==> config.mk <==
export PLATFORM = sky130hd
export DESIGN_NAME = decode_issue_reg
export DESIGN_NICKNAME = d
export VERILOG_FILES = /design/src/rtl/decode_issue_reg.sv
export SDC_FILE = /design/constraint.sdc
export NUM_CORES = 1
export LEC_CHECK = 0
export BUFFER_PORTS_ARGS = -buffer_cell sky130_fd_sc_hd__buf_2
export CORE_ASPECT_RATIO = 1.4
export CORE_MARGIN = 5
export CORE_UTILIZATION = 24
export CTS_CLUSTER_DIAMETER = 150
export DETAILED_ROUTE_END_ITERATION = 12
export PLACE_DENSITY = 0.49
export SLEW_MARGIN = 0
export SYNTH_ARGS = -nofsm -noshare
export SYNTH_HDL_FRONTEND = slang
export SYNTH_SLANG_ARGS = --single-unit
==> constraint.sdc <==
create_clock -name clk -period 3.2 [get_ports clk]
set_input_delay 0.32 -clock clk [delete_from_list [all_inputs] [get_ports clk]]
set_output_delay 0.32 -clock clk [all_outputs]
set_load 0.01 [all_outputs]
==> src/rtl/decode_issue_reg.sv <==
// Decode-to-execute issue register: resolves source operands, latches the decode
// instruction into execute under valid/ready, inserts bubbles on hazards, counts stalls.
module decode_issue_reg #(
    parameter int unsigned CNT_W = 32
) (
    input  logic             clk,
    input  logic             rst,

    input  logic             valid_D,
    output logic             ready_D,
    input  logic             flush_D,
    input  logic             stall_D,
    input  logic [31:0]      pc_D,
    input  logic [31:0]      imm_D,
    input  logic [4:0]       type_D,
    input  logic [15:0]      ctrl_D,
    input  logic [4:0]       rs1_D,
    input  logic [4:0]       rs2_D,
    input  logic [4:0]       rd_D,
    input  logic [31:0]      rdata1_D,
    input  logic [31:0]      rdata2_D,
    input  logic [31:0]      forward_rs1,
    input  logic [31:0]      forward_rs2,
    input  logic             valid_forward_rs1,
    input  logic             valid_forward_rs2,

    output logic             valid_E,
    input  logic             ready_E,
    output logic [31:0]      pc_E,
    output logic [31:0]      imm_E,
    output logic [31:0]      src1_E,
    output logic [31:0]      src2_E,
    output logic [4:0]       type_E,
    output logic [15:0]      ctrl_E,
    output logic [4:0]       rd_E,
    output logic             load_E,

    input  logic             cnt_clr,
    output logic [CNT_W-1:0] stall_cycles,
    output logic [CNT_W-1:0] bubble_cycles
);

    // x0 always reads zero; otherwise a valid forward beats the register file.
    function automatic logic [31:0] resolve_operand(
        input logic [4:0]  idx,
        input logic        fwd_valid,
        input logic [31:0] fwd_value,
        input logic [31:0] rf_value
    );
        if (idx == 5'd0)
            return 32'd0;
        else if (fwd_valid)
            return fwd_value;
        else
            return rf_value;
    endfunction

    logic             w_advance;
    logic             w_load;
    logic             w_stall_inc;
    logic             w_bubble_inc;
    logic [31:0]      w_src1;
    logic [31:0]      w_src2;

    logic             r_valid_E;
    logic [31:0]      r_pc_E;
    logic [31:0]      r_imm_E;
    logic [31:0]      r_src1_E;
    logic [31:0]      r_src2_E;
    logic [4:0]       r_type_E;
    logic [15:0]      r_ctrl_E;
    logic [4:0]       r_rd_E;
    logic [CNT_W-1:0] r_stall_cycles;
    logic [CNT_W-1:0] r_bubble_cycles;

    // NOTE: every signal written in always_comb gets a value on every path, so no latch is inferred.
    always_comb begin
        w_src1 = resolve_operand(rs1_D, valid_forward_rs1, forward_rs1, rdata1_D);
        w_src2 = resolve_operand(rs2_D, valid_forward_rs2, forward_rs2, rdata2_D);
    end

    assign w_advance    = ~r_valid_E | ready_E;
    assign w_load       = valid_D & ~stall_D & ~flush_D;
    assign w_stall_inc  = valid_D & stall_D & ~flush_D;
    // Only hazard/flush bubbles count; an empty decode stage is not a lost slot.
    assign w_bubble_inc = w_advance & ~w_load & valid_D;

    // A flushed instruction is always drained, even while execute is blocked.
    assign ready_D = ~rst & (flush_D | (w_advance & ~stall_D));

    // NOTE: sequential state uses non-blocking assignments so every register samples pre-edge values.
    always_ff @(posedge clk) begin
        if (rst) begin
            r_valid_E <= 1'b0;
            r_pc_E    <= '0;
            r_imm_E   <= '0;
            r_src1_E  <= '0;
            r_src2_E  <= '0;
            r_type_E  <= '0;
            r_ctrl_E  <= '0;
            r_rd_E    <= '0;
        end else if (w_advance) begin
            if (w_load) begin
                r_valid_E <= 1'b1;
                r_pc_E    <= pc_D;
                r_imm_E   <= imm_D;
                r_src1_E  <= w_src1;
                r_src2_E  <= w_src2;
                r_type_E  <= type_D;
                r_ctrl_E  <= ctrl_D;
                r_rd_E    <= rd_D;
            end else begin
                // Bubble: clear destination and format so the hazard unit sees nothing.
                r_valid_E <= 1'b0;
                r_type_E  <= '0;
                r_rd_E    <= '0;
            end
        end
    end

    always_ff @(posedge clk) begin
        if (rst) begin
            r_stall_cycles  <= '0;
            r_bubble_cycles <= '0;
        end else if (cnt_clr) begin
            r_stall_cycles  <= '0;
            r_bubble_cycles <= '0;
        end else begin
            if (w_stall_inc)
                r_stall_cycles  <= r_stall_cycles + CNT_W'(1);
            if (w_bubble_inc)
                r_bubble_cycles <= r_bubble_cycles + CNT_W'(1);
        end
    end

    assign valid_E       = r_valid_E;
    assign pc_E          = r_pc_E;
    assign imm_E         = r_imm_E;
    assign src1_E        = r_src1_E;
    assign src2_E        = r_src2_E;
    assign type_E        = r_type_E;
    assign ctrl_E        = r_ctrl_E;
    assign rd_E          = r_rd_E;
    assign load_E        = r_ctrl_E[0];
    assign stall_cycles  = r_stall_cycles;
    assign bubble_cycles = r_bubble_cycles;

endmodule

* Yosys cells after proc, flatten, opt, wreduce, memory -nomap -nowiden
Cells that the tools add are included.
Word-level totals: word-level logic and storage cells 38, bits of input ports 237, memory bits (read-only) 0, RAM bits 0, flip-flop bits (word level) 219, output and inout port bits 221, latch bits 0, memories kept 0
Cells by class: $mul 0, bitwise gates (word level) 15, add/subtract/negate cells 2, mux-type cells 7, magnitude comparators 0, equal/unequal tests 0, shift operators 0, reduce and logical (&&, ||, !) cells 4, div/mod/pow operators 0
Operators by type and width (number):
- 2-to-1 mux 32 bit | 4
- adder 32 x 1 -> 32 bit, second input constant | 2
- zero test 5 bit | 2
- 2-to-1 mux 5 bit | 2
- bitwise AND 1 bit | 8
- inverter 1 bit | 5
- OR 1 bit | 2
- AND reduction 2 bit | 1
- OR reduction 2 bit | 1
- 2-to-1 mux 1 bit | 1

* Longest topological paths before layout
Gate-level depths: netlist of run 1.
word-level depth 6, gate-level depth with buffers 8, gate-level depth less buffers 5

* Worst setup path after synthesis of run 1
OpenSTA, ideal clock, no wires.
kind register to register, from register r_bubble_cycles[0] (netlist: bubble_cycles[0]), to register r_bubble_cycles[26] (netlist: bubble_cycles[26]), path slack 1.246 ns, library setup time 0.070 ns, data required time 3.130 ns, arrival 1.883 ns, period minus slack after synthesis 1.954 ns, cell stages (with the launch flop) 7, path buffers 1, cells stage by stage dfxtp_1 ha_1 nand4_1 or4_1 buf_2 or4_1 a21oi_1
Between the ends: cells in the longest elaborated chain, start to end 1
Ends and longest elaborated chain:
- start, declared | RTL line 74 | logic [CNT_W-1:0] r_bubble_cycles;
- start signal, assigned | RTL line 132 | r_bubble_cycles <= r_bubble_cycles + CNT_W'(1);
- adder 32 x 1 -> 32 bit | RTL line 132
No other way between the ends. A chain may end at the register's enable or synchronous reset.

* Worst setup path in the final report of run 1
from register r_bubble_cycles[0] (netlist: bubble_cycles[0]), to register r_bubble_cycles[16] (netlist: bubble_cycles[16])
Same word-level chain as after synthesis.

==> results of run 1 <==
## Yosys cell counts, drive strengths merged, types with 7 or more instances
cell	count
a21oi	182
a22oi	10
and3	8
and4	7
buf	13
clkbuf	72
dfxtp	219
inv	7
mux2	64
mux2i	10
nand2	262
nand3	89
nand4	20
nor2	38
nor3	9
nor4	9
o21ai	16
o31ai	15
or3	22
or4	19
xnor2	8
xor2	8
## critical path, delay by kind of cell (launching register included)
| family | cells | cell delay, ns |
|---|---|---|
| fa+ha+maj | 1 | 0.21 |
| compound gates | 1 | 0.15 |
| flops | 1 | 0.41 |
| simple gates | 3 | 1.46 |
## logic make-up after synthesis
kind of cell	synth area share [%]
multiplexers	8.80
buffers and inverters	3.93
XOR/XNOR	1.50
AND/OR/NAND/NOR	25.0
adder cells (fa/ha/maj)	0.268
flip-flops	47.0
AO/OA/AOI/OAI	13.4
## metrics by stage
stage | power, W | worst slack (ns) | utilization [%] | hold slack, ns | area (µm²)
after floorplan | 0.00317 | 1.25 | - | 0.456 | 9320
after global placement | 0.00348 | 0.877 | 31.5 | 0.435 | 12100
after detailed placement | 0.00348 | 0.856 | 31.5 | 0.441 | 12100
after CTS | 0.00663 | 0.896 | 35.3 | 0.000594 | 13600
after global routing | 0.00679 | 0.758 | 35.3 | 0.0219 | 13600
final | 0.00649 | 0.892 | 35.3 | 0.0310 | 13600
## placed cells by master (no fill, tap or decap), types with 14 or more instances in the layout
master	instances
nand2_1	262
o31ai_1	15
clkbuf_16	25
or3_1	21
a21oi_1	182
mux2_2	64
nor2_1	38
buf_2	456
dfxtp_1	219
nand3_1	88
nand4_1	19
o21ai_0	15
dlygate4sd3_1	60
buf_4	14
or4_1	17
## final cells by class
cell class / count / area (µm²) / area share [%]
Tap cell: 522 / 653 / 4.82
Multi-Input combinational cell: 824 / 4600 / 33.9
Inverter: 7 / 26.3 / 0.194
Clock inverter: 8 / 119 / 0.877
Timing Repair Buffer: 532 / 3030 / 22.3
Clock buffer: 35 / 753 / 5.56
Sequential cell: 219 / 4380 / 32.3
## registers in the layout, indices dropped and copies added (netlist names)
signal,flops
type_E,5
src2_E,32
pc_E,32
stall_cycles,32
valid_E,1
src1_E,32
imm_E,32
ctrl_E,16
bubble_cycles,32
rd_E,5
## final timing paths
kind         cells past startpoint                        endpoint
min reg2reg                      2          src2_E[8]$_SDFFE_PP0P_
max                              5  bubble_cycles[16]$_SDFFE_PP0P_
max reg2reg                      5  bubble_cycles[16]$_SDFFE_PP0P_
min                              3            rd_E[1]$_SDFFE_PP0N_
## layer usage
metal	vias up	track usage (%)	wire, µm
li1	4908	-	-
met1	4612	18.7	14300
met2	359	28.0	18200
met3	56	3.72	2520
met4	4	5.08	1040
met5	-	0	21
## where the power goes
group / switching (W) / internal [W]
clock network: 0.00116 / 0.00187
logic: 0.000333 / 0.000311
registers: 0.0000330 / 0.00279
==> results.ini, run 1 <==
[run_status]
status=finished, final reports clean

[global_routing]
grt_pass1_wl_um=54800
first_global_vias=9717
antenna_found_initial=2
grt_max_degree=92
grt-ovfl-total=0
track_usage_pct=15.8

[place]
io_buffers=457
gp_congestion=0.842
dp_cells=2044
hpwl_um=26900

[yosys]
synth_cell_types=44
ys_ff_latch=219
synth_area_per_cell_um2=8.21
yosysTopAreaCell=dfxtp_1
async_flop_share_pct=0
synth_area_leaders=dfxtp_1, nand2_1, a21oi_1
synth_edf_count=0
syn_area_um2=9320
synth_ff_type=dfxtp_1
synth_top_area_share_pct=47.0
syn_nets=1374
yosys_warnings=0
synthCells=1135
yosysSeqAreaShare_pct=47.0

[critical_path]
start_kind=register
rrSetupSlack_ns=0.89
worst_path_most_repeated_cell=or4_1
crit_fanout=21
cp_slowest_stage_delay_ns=0.76
critPathRequiredTime_ns=3.67
crit_arrival_ns=2.78
crit_path_cell_trace=ha_1 > nand4_1 > or4_1 > or4_1 > a21oi_1
startpoint=bubble_cycles[0]$_SDFFE_PP0P_
setup.worst_path.end_class=register
worstSetupPathType=register to register
slowest_stage=or4_1
r2r_start=bubble_cycles[0]$_SDFFE_PP0P_

[die]
die-area_um2=42900
dieHeight_um=243
boundaryPins=458
core-area_um2=38400
start_util_pct=24.3
rows=85
die-width_um=177

[clock_tree]
cts_buffers=25
cts_tree=yes
cts_hold_buf=60
cts_setup_buffers=0
clkTransAtPathRegs_ns=0.06
cts.path.max_buffers=3
insertion_delay_ns=0.54
cts_max_level=1
cts_sinks=219
cts_resized=0
cts_root_buf=clkbuf_16

[sta]
fmax_mhz=433
finClkSkew_ns=0.0152
timing.final.hold_violations=0
finalMaxSlewViolations=0
max-slew-margin-rel_pct=32.6
fin_crit_sh_pct=72.1
rsz0062_at_grt=no
tightest_slew_ns=1.01
setup_tns_ns=0
setup_violations=0
fin_crit_ns=2.31

[final_layout]
fillers=4056
diodes=0
areaGrowthSynthToFinish_pct=45.4
nets=1848
drive_above_1_share_pct=36.3
stdcell_count=2147

[drt]
routed_wl_um=36000
drt_iter0_drc=396
drcViolationCount=0
drtAntennaViolNets=0
wire_per_inst_um=16.8
drtPass1Iterations=4
vias=9939
vias_per_cell=4.63

[pwr]
total_leakage_power_nw=5.76
ir_worst_vdd_uv=259
power.density_nw_per_um2=479

[flow_run]
maxCapViolations=0

[min_path]
hold_class=input port to register
worstHoldStart=rd_D[1]

Power figures use the tool's default switching activity.
==> inputs of run 2 (changes only) <==
--- a/config.mk
+++ b/config.mk
@@ -5,6 +5,7 @@
 export SDC_FILE = /design/constraint.sdc
 export NUM_CORES = 1
 export LEC_CHECK = 0
+export ABC_AREA = 1
 export BUFFER_PORTS_ARGS = -buffer_cell sky130_fd_sc_hd__buf_2
 export CORE_ASPECT_RATIO = 1.4
 export CORE_MARGIN = 5
==> constraint.sdc (replaced) <==
create_clock -name clk -period 2.3 [get_ports clk]
set_input_delay 0.23 -clock clk [delete_from_list [all_inputs] [get_ports clk]]
set_output_delay 0.23 -clock clk [all_outputs]
set_load 0.01 [all_outputs]
==> run 2 against run 1 <==
  * Global-route usage decreased by 0.17 points
  * Setup slack got worse by 0.35 ns
  * Core utilization increased by 0.79 points
  * Flip-flop and latch count unchanged
  * Sequential share of layout area decreased by 1.6 points
  * Via count increased by 3.7%
  * Sequential power increased by 39%
  * Final cell count increased by 11%
  * Critical path depth decreased by 1
  * Critical endpoint is now ready_D
  * Largest cell class unchanged
  * Largest power group unchanged
  * Highest routed layer is now met4
==> results.ini, run 2 <==
[final_layout]
nets=2080  ; +13%
areaGrowthSynthToFinish_pct=48.4
fin_area_um2=14300  ; +5.2%
layout_commonest_cell=buf_2
drive_above_1_share_pct=32.2  ; -4.1 points
utilization_pct=36.1  ; +0.79 points
final_cell_mix=buf_2, nand2_1, dfxtp_1, a21oi_1, nor2_1

[sta]
tightest_slew_ns=0.596  ; -0.415 ns
fmax_mhz=568
timing.final.hold_violations=0  ; unchanged
fin_crit_ns=1.76
fin_crit_sh_pct=76.6
setup_tns_ns=0  ; unchanged
finalMaxSlewViolations=0  ; unchanged
setup_violations=0  ; unchanged
finClkSkew_ns=0.0174  ; +0.00218 ns
rsz0062_at_grt=no
max-slew-margin-rel_pct=60.3  ; +28 points

[yosys]
synth_ff_type=dfxtp_1
yosysSeqAreaShare_pct=45.6  ; -1.4 points
ys_ff_latch=219  ; unchanged
yosysMostFrequentCell=nand2_1
synth_area_leaders=dfxtp_1, nand2_1, a21oi_1
synth_cell_types=33  ; -25%
syn_nets=1557  ; +13%
async_flop_share_pct=0  ; unchanged
synthTopCellsByCount=nand2_1, dfxtp_1, a21oi_1, nor2_1, inv_1
yosysTopAreaCell=dfxtp_1
synth_top_area_share_pct=45.6  ; -1.4 points
synth_edf_count=0  ; unchanged
yosys_warnings=0  ; unchanged
synth_area_per_cell_um2=7.29  ; -11%
syn_area_um2=9610  ; +3.1%
synthCells=1318  ; +16%

[drt]
drt_iter0_drc=420  ; +6.1%
routed_wl_um=36700  ; +1.7%
drtPass1Iterations=4  ; unchanged
wire_per_inst_um=15.4  ; -8.5%
drcViolationCount=0  ; unchanged
drtAntennaViolNets=0  ; unchanged
vias_per_cell=4.32  ; -6.7%
vias=10300  ; +3.7%

[clock_tree]
cts_root_buf=clkbuf_16
cts_resized=0  ; unchanged
clkTransAtPathRegs_ns=0.06  ; about the same
cts_setup_buffers=0  ; unchanged
cts.path.max_buffers=3  ; unchanged
cts_buffers=24  ; -4.0%
cts_sinks=219  ; unchanged
cts_max_level=1  ; unchanged
cts_hold_buf=90  ; +50%
insertion_delay_ns=0.53  ; about the same
cts_tree=yes

[critical_path]
rr_worst_depth=8  ; +3
cp_slowest_stage_delay_ns=0.32  ; -0.44 ns
path_depth=4  ; -1
rr_endpoint=bubble_cycles[26]$_SDFFE_PP0P_
critPathBufInv=1  ; +1
crit_fanout=5  ; -76%
endpoint=ready_D
crit_path_cell_trace=nand2_1 > nand2_1 > a21oi_1 > buf_2
critPathRequiredTime_ns=2.07  ; -1.60 ns
r2r_start=valid_E$_SDFFE_PP0N_
start_kind=register
crit_arrival_ns=1.53  ; -1.25 ns
slowest_stage=dfxtp_1
rrSetupSlack_ns=0.57  ; -0.32 ns
worstSetupPathType=register to primary output
cpLargestDelayFamily=flip-flops
setup.worst_path.end_class=primary output
startpoint=valid_E$_SDFFE_PP0N_
worst_path_most_repeated_cell=nand2_1

[pwr]
pwr-share-seq_pct=42.8  ; -0.7 points
netSwitchingFraction_pct=23.6  ; +0.17 points
ir_worst_vdd_uv=448  ; +73%
combPwrFrac_pct=10.4  ; +0.5 points
power.density_nw_per_um2=644  ; +34%
intPower_w=0.00701  ; +41%
total_leakage_power_nw=6.27  ; +8.8%
p_sw_w=0.00217  ; +42%
p_clk_share_pct=46.8  ; +0.2 points

[die]
core-area_um2=39500  ; +2.9%
rows=86  ; +1.2%
die-area_um2=44200  ; +2.9%
boundaryPins=458  ; unchanged
dieHeight_um=247  ; +1.5%
start_util_pct=24.3  ; +0.048 points
die-width_um=179  ; +1.4%

[global_routing]
grt_max_degree=124  ; +35%
grt_pass1_wl_um=55800  ; +1.7%
grt-ovfl-total=0  ; unchanged
antenna_found_initial=1  ; -1
track_usage_pct=15.6  ; -0.17 points
first_global_vias=10400  ; +7.4%

[place]
hpwl_um=27400  ; +2.0%
io_buffers=457  ; unchanged
gp_congestion=0.863  ; +2.5%
placedInstanceArea_um2=12500  ; +3.2%

[flow_run]
maxCapViolations=0  ; unchanged

[run_status]
status=finished, final reports clean

[min_path]
hold_class=input port to register

## run 2: cell count changes after synthesis, sizes merged, moves of 15 or more
cell,before,now
clkbuf,72,23
nand3,89,54
nor2,38,127
inv,7,86
or3,22,0
o31ai,15,0
nand2,262,456
or4,19,0
buf,13,41
## run 2: kinds of logic after synthesis
| kind of cell | Yosys count | share of synthesized area [%] |
|---|---|---|
| AND/OR/NAND/NOR | 666 | 28.1 |
| flip-flops | 219 | 45.6 |
| AO/OA/AOI/OAI | 204 | 10.9 |
| buffers and inverters | 151 | 6.49 |
| multiplexers | 64 | 7.50 |
| XOR/XNOR | 12 | 1.09 |
| adder cells (fa/ha/maj) | 2 | 0.260 |
## run 2: final cells by class
class                      instances  area [µm²]
timing repair buffer             561        3380
clock buffer                      33         726
clock inverter                    10         156
sequential                       219        4380
tap                              528         661
antenna                            1        2.50
inverter                          87         329
fill                            4211       25200
multi-input combinational        948        4620
## run 2: worst min-delay path by stage
stage | from | to | slack, ns | depth (start not counted)
6_report | rst | src1_E[29]$_SDFFE_PP0P_ | 0.07 | 2
5_1_grt | rst | src1_E[22]$_SDFFE_PP0P_ | 0.07 | 2
4_1_cts | rst | src1_E[22]$_SDFFE_PP0P_ | 0.05 | 2
3_5_place_dp | src1_E[22]$_SDFFE_PP0P_ | src1_E[22]$_SDFFE_PP0P_ | 0.45 | 2
3_3_place_gp | type_E[3]$_SDFFE_PP0N_ | type_E[3]$_SDFFE_PP0N_ | 0.45 | 2
2_1_floorplan | imm_D[23] | imm_E[23]$_SDFFE_PP0P_ | 0.37 | 2
## run 2: through the flow
stage	total power (W)	worst slack, ns	hold slack, ns	cells
3_5_place_dp	0.00487	0.474	0.452	2253
2_1_floorplan	0.00442	0.802	0.374	1318
5_1_grt	0.00957	0.360	0.0725	2386
6_report	0.00918	0.539	0.0732	2387
4_1_cts	0.00935	0.517	0.0482	2386
3_3_place_gp	0.00486	0.496	0.448	2253
## run 2: metal layers
layer	part of all wire, %	track usage (%)	wire (µm)
met1	40	18.6	14800
met2	49	27.6	17900
met3	7.8	3.87	2860
met4	3.0	4.89	1090
met5	0	0	0
## run 2: power groups by stage
stage               Sequential, W  Clock (W)  Combinational, W
floorplan                 0.00406          0          0.000361
global placement          0.00401          0          0.000850
detailed placement        0.00401          0          0.000854
CTS                       0.00393    0.00444          0.000975
global route              0.00394    0.00458           0.00106
finish                    0.00393    0.00430          0.000958
## run 2: worst reg2reg max path, stage by stage (launching register included)
cell     delay (ns)
dfxtp_1        0.32
nand2_1        0.21
nand3_2        0.37
inv_2          0.24
nand2_1        0.07
nor2_1         0.18
nand2_1        0.10
nor2_1         0.10
nor2_1         0.05
